===== config.mk =====
export PLATFORM = sky130hd
export DESIGN_NAME = tempsens_sequencer
export DESIGN_NICKNAME = d
export VERILOG_FILES = /design/src/rtl/tempsens_sequencer.sv
export SDC_FILE = /design/constraint.sdc
export NUM_CORES = 1
export LEC_CHECK = 0
export BUFFER_PORTS_ARGS = -buffer_cell sky130_fd_sc_hd__buf_2
export CORE_MARGIN = 2
export CORE_UTILIZATION = 45
export DETAILED_ROUTE_END_ITERATION = 8
export PLACE_DENSITY_LB_ADDON = 0.25
export SLEW_MARGIN = 20
export SYNTH_ARGS = -nofsm -noshare
export SYNTH_HDL_FRONTEND = slang
export SYNTH_SLANG_ARGS = --single-unit
export TNS_END_PERCENT = 5

===== constraint.sdc =====
create_clock -name clk -period 2.76 [get_ports clk]
set_input_delay 0.552 -clock clk [delete_from_list [all_inputs] [get_ports clk]]
set_output_delay 0.552 -clock clk [all_outputs]
set_load 0.005 [all_outputs]

===== src/rtl/tempsens_sequencer.sv =====
// Measurement sequencer for the ring-oscillator temperature sensor: gated count
// windows, 2^LOG2_AVG averaging, and two-byte UART streaming of the result.
module tempsens_sequencer #(
  parameter int unsigned WIDTH          = 16,
  parameter int unsigned WINDOW_CYCLES  = 1000,
  parameter int unsigned LOG2_AVG       = 3,
  parameter int unsigned HOLDOFF_CYCLES = 10000
) (
  input  logic             clk,
  input  logic             reset,
  input  logic             start,
  input  logic             auto_en,
  input  logic [WIDTH-1:0] count,
  input  logic             tx_busy,
  output logic             osc_en,
  output logic             cnt_clear,
  output logic             tx_start,
  output logic [7:0]       tx_data,
  output logic [WIDTH-1:0] result,
  output logic             result_valid,
  output logic             busy
);

  localparam int unsigned ACC_W  = WIDTH + LOG2_AVG;
  localparam int unsigned WCNT_W = (WINDOW_CYCLES > 2) ? $clog2(WINDOW_CYCLES) : 1;
  localparam int unsigned HCNT_W = (HOLDOFF_CYCLES > 1) ? $clog2(HOLDOFF_CYCLES) : 1;
  localparam logic [4:0]        KLAST = 5'((1 << LOG2_AVG) - 1);
  localparam logic [WCNT_W-1:0] WLAST = WCNT_W'(WINDOW_CYCLES - 1);
  localparam logic [HCNT_W-1:0] HLAST = HCNT_W'(HOLDOFF_CYCLES - 1);

  typedef enum logic [3:0] {
    IDLE, CLEAR, GATE, LATCH, DONE, SEND_LO, WAIT_LO, SEND_HI, WAIT_HI, HOLDOFF
  } state_t;

  state_t             state;
  logic [4:0]         k;
  logic [ACC_W-1:0]   acc;
  logic [ACC_W-1:0]   sum;
  logic [WCNT_W-1:0]  wcnt;
  logic [HCNT_W-1:0]  hcnt;
  logic [2:0]         tcnt;
  logic               seen;
  logic               byte_done;
  logic [15:0]        res16;

  generate
    if (WIDTH >= 16) begin : g_res_trunc
      always_comb res16 = result[15:0];
    end else begin : g_res_pad
      always_comb res16 = {{(16 - WIDTH){1'b0}}, result};
    end
  endgenerate

  always_comb begin
    sum = acc + ACC_W'(count);
    // A byte is finished once the UART has been seen busy and released, or
    // if it never signalled busy within four cycles of tx_start.
    byte_done = !tx_busy && (seen || tcnt == 3'd3);
  end

  always_ff @(posedge clk) begin
    if (reset) begin
      state        <= IDLE;
      k            <= '0;
      acc          <= '0;
      wcnt         <= '0;
      hcnt         <= '0;
      tcnt         <= '0;
      seen         <= 1'b0;
      osc_en       <= 1'b0;
      cnt_clear    <= 1'b0;
      tx_start     <= 1'b0;
      tx_data      <= '0;
      result       <= '0;
      result_valid <= 1'b0;
      busy         <= 1'b0;
    end else begin
      cnt_clear    <= 1'b0;
      tx_start     <= 1'b0;
      result_valid <= 1'b0;
      case (state)
        IDLE: begin
          k   <= '0;
          acc <= '0;
          if (start || auto_en) begin
            state     <= CLEAR;
            cnt_clear <= 1'b1;
            busy      <= 1'b1;
          end
        end
        CLEAR: begin
          osc_en <= 1'b1;
          wcnt   <= '0;
          state  <= GATE;
        end
        GATE: begin
          if (wcnt == WLAST) begin
            osc_en <= 1'b0;
            state  <= LATCH;
          end else begin
            wcnt <= wcnt + 1'b1;
          end
        end
        LATCH: begin
          acc <= sum;
          // The average is registered here so result and result_valid are
          // both visible during the DONE cycle.
          if (k == KLAST) begin
            result       <= WIDTH'(sum >> LOG2_AVG);
            result_valid <= 1'b1;
            state        <= DONE;
          end else begin
            k         <= k + 1'b1;
            cnt_clear <= 1'b1;
            state     <= CLEAR;
          end
        end
        DONE: begin
          k     <= '0;
          acc   <= '0;
          state <= SEND_LO;
        end
        SEND_LO: begin
          if (!tx_busy) begin
            tx_data  <= res16[7:0];
            tx_start <= 1'b1;
            tcnt     <= '0;
            seen     <= 1'b0;
            state    <= WAIT_LO;
          end
        end
        WAIT_LO: begin
          if (byte_done) begin
            state <= SEND_HI;
          end else begin
            if (tx_busy) seen <= 1'b1;
            tcnt <= tcnt + 1'b1;
          end
        end
        SEND_HI: begin
          if (!tx_busy) begin
            tx_data  <= res16[15:8];
            tx_start <= 1'b1;
            tcnt     <= '0;
            seen     <= 1'b0;
            state    <= WAIT_HI;
          end
        end
        WAIT_HI: begin
          if (byte_done) begin
            if (auto_en) begin
              hcnt  <= '0;
              state <= HOLDOFF;
            end else begin
              busy  <= 1'b0;
              state <= IDLE;
            end
          end else begin
            if (tx_busy) seen <= 1'b1;
            tcnt <= tcnt + 1'b1;
          end
        end
        HOLDOFF: begin
          if (!auto_en) begin
            busy  <= 1'b0;
            state <= IDLE;
          end else if (hcnt == HLAST) begin
            cnt_clear <= 1'b1;
            state     <= CLEAR;
          end else begin
            hcnt <= hcnt + 1'b1;
          end
        end
        default: state <= IDLE;
      endcase
    end
  end

endmodule

; Word level (Yosys, flattened, before mapping)
; Index checks and enable logic that the tools add are counted.
[word_totals]
n_memories = 0
mem_bits_ro = 0
mem_bits_rw = 0
ff_bits = 85
output_inout_bits = 29
latchBits = 0
elab_cells = 119
[op_classes]
n_eq_ne = 28
mux = 44
bitwise = 2
n_div = 0
multipliers = 0
n_addsub = 5
n_shift = 0
magnitude_cmp = 0
reduce_logical = 26
[op_table]
columns = operator, count
row1 = $mux 14, 4
row2 = $pmux 4 s10, 1
row3 = $pmux 19 s2, 1
row4 = $mux 4, 9
row5 = $pmux 14 s2, 1
row6 = $ne 2x2->1 const B, 13
row7 = $pmux 10 s2, 1
row8 = $add 19x16->19, 1
row9 = $eq 4x3->1 const B, 4
row10 = $mux 8, 2
row11 = $pmux 8 s2, 1
row12 = $add 14x1->14 const B, 1
row13 = $eq 14x14->1 const B, 1
row14 = $mux 1, 13
row15 = $add 10x1->10 const B, 1
row16 = $eq 10x10->1 const B, 1
row17 = $mux 10, 1
row18 = $pmux 5 s2, 1
row19 = $reduce_bool 2->1, 5
row20 = $reduce_or 2->1, 5
row21 = $mux 3, 3
row22 = $reduce_and 3->1, 3
row23 = $eq 4x2->1 const B, 2
row24 = $eq 4x4->1 const B, 2
row25 = 21 further kinds, 28

; Logic depth before layout (Yosys ltp)
[depth]
word_depth = 5
ltp_mapped = 9
mapped_depth_nobuf = 8

; Worst setup path after synthesis
; OpenSTA, ideal clock, no wires.
[synth_timing]
kind = input to register
startpoint = input count[0]
endpoint = register result[11]
slack_ns = 0.290
path_stages = 8
path_buffers = 0
required_ns = 2.674
arrival_time_ns = 2.385
setup_time_ns = 0.086
path_cell_list = ha_1 -> fa_1 -> a211oi_1 -> o211ai_1 -> a21boi_0 -> a21oi_1 -> xnor2_1 -> a211oi_1
[synth_via]
elab_chain_len = 1
[synth_lines]
columns = element, line_no
row1 = "start, declared", 13  ; input logic [WIDTH-1:0] count,
row2 = $add 19x16->19, 55  ; sum = acc + ACC_W'(count);
row3 = "end signal, assigned", 109  ; result <= WIDTH'(sum >> LOG2_AVG);
row4 = "end, declared", 19  ; output logic [WIDTH-1:0] result,
; No other way between the ends.
; A chain may end at the register's enable or synchronous reset.

; Worst setup path in the final report
[layout_timing]
startpoint = register acc[0]
endpoint = register result[11]
[layout_via]
elab_chain_len = 1
[layout_lines]
columns = element, line_no
row1 = "start, declared", 37  ; logic [ACC_W-1:0] acc;
row2 = "start signal, assigned", 105  ; acc <= sum;
row3 = $add 19x16->19, 55
; No other way between the ends.

==> metrics.txt <==
Ports 50; type of origin of the critical path register; R2R Path Start acc[0]; Crit. End Element register; wire per inst between 15 and 20 um; Setup Skew between 0.01 and 0.015 ns; number of setup violations in the final report 0; DRC viols 0; Reg2Reg Depth 9; most frequent CP cell a211oi_1; CP cell instances ha_1 -> fa_1 -> a211oi_1 -> o211ai_1 -> a21boi_0 -> buf_4 -> a21oi_1 -> xnor2_1 -> a211oi_1; worst skew pair latency 0.36 ns; max_cap viols 0; Inserted Diodes 0; cell accounting for the most synthesized area dfxtp_1; global route overflow 0; clk buf depth 2; vias in the first global route 4000; row count 36; Synth top cells by count dfxtp_1 (85), nor2_1 (64), nand2_1 (61); warnings from Yosys 0; Min-Delay Path Class reg -> reg; routability cong. between 0.9 and 1; Design Power approximately 0.0031 W; cell count after synthesis 544; Hold Buf Count CTS 0; Clock power frac between 30% and 40%; DP HPWL roughly 8.5 mm; P_leak 2.059 nW; Die Wd approximately 100 um; Unique masters post-synth between 60 and 70; Flop pwr share 42.9%; FMAX 401.0 MHz; Final Critical Period about 2.5 ns; share of cells above drive strength 1 16.28%; root buf cell clkbuf_8; Post-DRT Antenna Nets 0; effective utilization at floorplan 46.22%; # port buffers slightly below 50; crit share post-route about nine tenths; CP max stage cell fa_1; TritonRoute pass-1 iters 5; family with the most delay on the worst path compound AO/OA/AOI/OAI gates; Max stage delay on crit path around 0.43 ns; setup_tns 0 ns; R2R Path End result[11]; Core Area 9729 um2; dominant synthesized flop cell dfxtp_1; H-tree levels 3; Reg2Reg Setup Slack around 0.27 ns; Seq/Total Area, Yosys a little under two fifths; post-synth top area share 37.84%; Net Switching ~0.0010 W; DP Area around 5000 um2; cell area power density between 500 and 600 nW/um2; top-count cell post-synth dfxtp_1; CP required approximately 3.0 ns; sw frac about a third; outcome completed; Worst Hold End tx_data[0]; CTS tree yes; relative max-transition margin between 50% and 60%; crit path max fanout 3; Pins Over Slew Limit 0; Mapped Area about 4500 um2; vias post-DR 4238; post-CTS resize count 0; nets 647; Combinational Power Share about a quarter; final instance area between 5000 and 6000 um2; syn avg cell area between 8 and 9 um2; total CTS buffers 9; CP Buf/Inv Count 1; Fill cells between 900 and 1000; overall global routing resource usage between 20% and 30%; routed wire length between 10 and 15 mm; Synth area leaders dfxtp_1 (38%), ha_1 (5.8%), a21oi_1 (5.7%); Worst IR Drop VDD about 0.00030 V; initial antenna violation count 0; RSZ-0062 raised after global routing no; DIE AREA between 10000 and 15000 um2; crit path kind reg -> reg; syn nets around 590; CTS clk-pin slew, worst paths around 0.080 ns; first-iteration detailed-routing DRC count roughly 200; synth-to-layout area growth 15.75%; # clock sinks between 80 and 90; internal power between 0.002 and 0.0025 W; Post-synth EDFFs 0; worst hold margin between 0.4 and 0.5 ns; vias per cell roughly 5.7; first-pass GRT wire length 19.05 mm; largest net degree at the start of global routing 24; worst path arrival time 2.77 ns; asr flop ratio synth 0%; worst hold path depth 2; synthesized flop and latch total 85; Slew @ Worst Pin roughly 0.71 ns; hold_sp tx_data[0]; number of post-CTS setup repair buffers 0; Die Height a little over 100 um; Hold Fails Final Rpt 0
flip-flops by register name (all words and copies together), names as in the netlist:
| signal | cells |
|---|---|
| tcnt | 3 |
| hcnt | 14 |
| tx_data | 8 |
| wcnt | 10 |
| acc | 19 |
| result_valid | 1 |
| tx_start | 1 |
| result | 16 |
| seen | 1 |
| state | 4 |
| cnt_clear | 1 |
| busy | 1 |
| osc_en | 1 |
| k | 5 |
cell usage in the layout (no fill, tap or decap), types with 3 or more instances in the layout:
cell type	synthesis	routed
dfxtp_1	85	85
nor2_1	64	64
nand2_1	61	61
a21oi_1	51	51
buf_2	6	49
nand3_1	26	26
buf_4	0	24
o21ai_0	22	22
xor2_1	21	21
ha_1	21	21
nand4_1	18	18
and3_1	13	13
xnor2_1	12	12
clkbuf_8	0	10
o221ai_1	9	9
inv_1	8	8
nor3_1	7	7
a211oi_1	6	6
a21o_1	6	6
or4_1	5	5
o211ai_1	5	5
or3_1	5	5
nor2b_1	5	5
a31oi_1	4	4
o21a_1	4	4
and4_1	4	4
a22oi_1	4	4
nor4_1	3	3
a32o_1	3	3
nand2b_1	3	3
o311ai_0	3	3
nand3b_1	3	3
power by group through the flow:
| stage | Sequential (W) | Combinational (W) | Clock (W) |
|---|---|---|---|
| finish | 0.00133 | 0.000803 | 0.000970 |
| global route | 0.00134 | 0.000890 | 0.00103 |
| CTS | 0.00133 | 0.000800 | 0.000987 |
| detailed placement | 0.00136 | 0.000795 | 0 |
| global placement | 0.00136 | 0.000782 | 0 |
| floorplan | 0.00135 | 0.000587 | 0 |
per-stage QoR:
stage / worst slack, ns / utilization, % / instances
2_1_floorplan: 0.2899 / - / 544
3_3_place_gp: -0.03946 / 51.30 / 726
3_5_place_dp: -0.02288 / 51.30 / 726
4_1_cts: 0.3106 / 53.50 / 741
5_1_grt: 0.09709 / 53.50 / 741
6_report: 0.2664 / 53.50 / 741
final cells by class:
type | count | area (um2) | share of cell area (%)
Clock inverter | 4 | 72.57 | 1.394
Inverter | 9 | 33.78 | 0.6490
Multi-Input combinational cell | 426 | 2664 | 51.18
Timing Repair Buffer | 73 | 425.4 | 8.173
Tap cell | 133 | 166.4 | 3.197
Clock buffer | 11 | 141.4 | 2.716
Sequential cell | 85 | 1702 | 32.69
worst reg2reg max path, delay by kind of cell, from the launching register on:
| kind | cells | cell delay (ns) |
|---|---|---|
| AOI/OAI and AO/OA | 5 | 1.13 |
| adders and majority gates | 2 | 0.64 |
| DFF | 1 | 0.32 |
| buffers and inverters | 1 | 0.19 |
| xor gates and xnor gates | 1 | 0.14 |
cells by family after synthesis:
kind of cell               synth area share [%]
adders and majority gates                 6.288
DFF                                       37.84
AOI/OAI and AO/OA                         21.04
and+or+nand+nor                           25.01
muxes                                    0.4730
xor gates and xnor gates                  6.427
buffers and inverters                     2.922
per-layer routing:
metal	up-vias	part of all wire (%)	track usage, %
li1	2120	-	-
met1	1969	45	27.35
met2	120	46	34.35
met3	29	4.8	4.073
met4	0	3.6	10.91
met5	-	0	0
how the worst max path moves through the flow:
stage / from / to / cells after the start
after floorplan: count[0] / result[11] / 8
after global placement: count[0] / result[11] / 10
after detailed placement: count[0] / result[11] / 10
after CTS: acc[0] / result[11] / 9
after global routing: acc[0] / acc[14] / 9
final: acc[0] / result[11] / 9
Note: power is estimated with default switching activity, not from simulation.
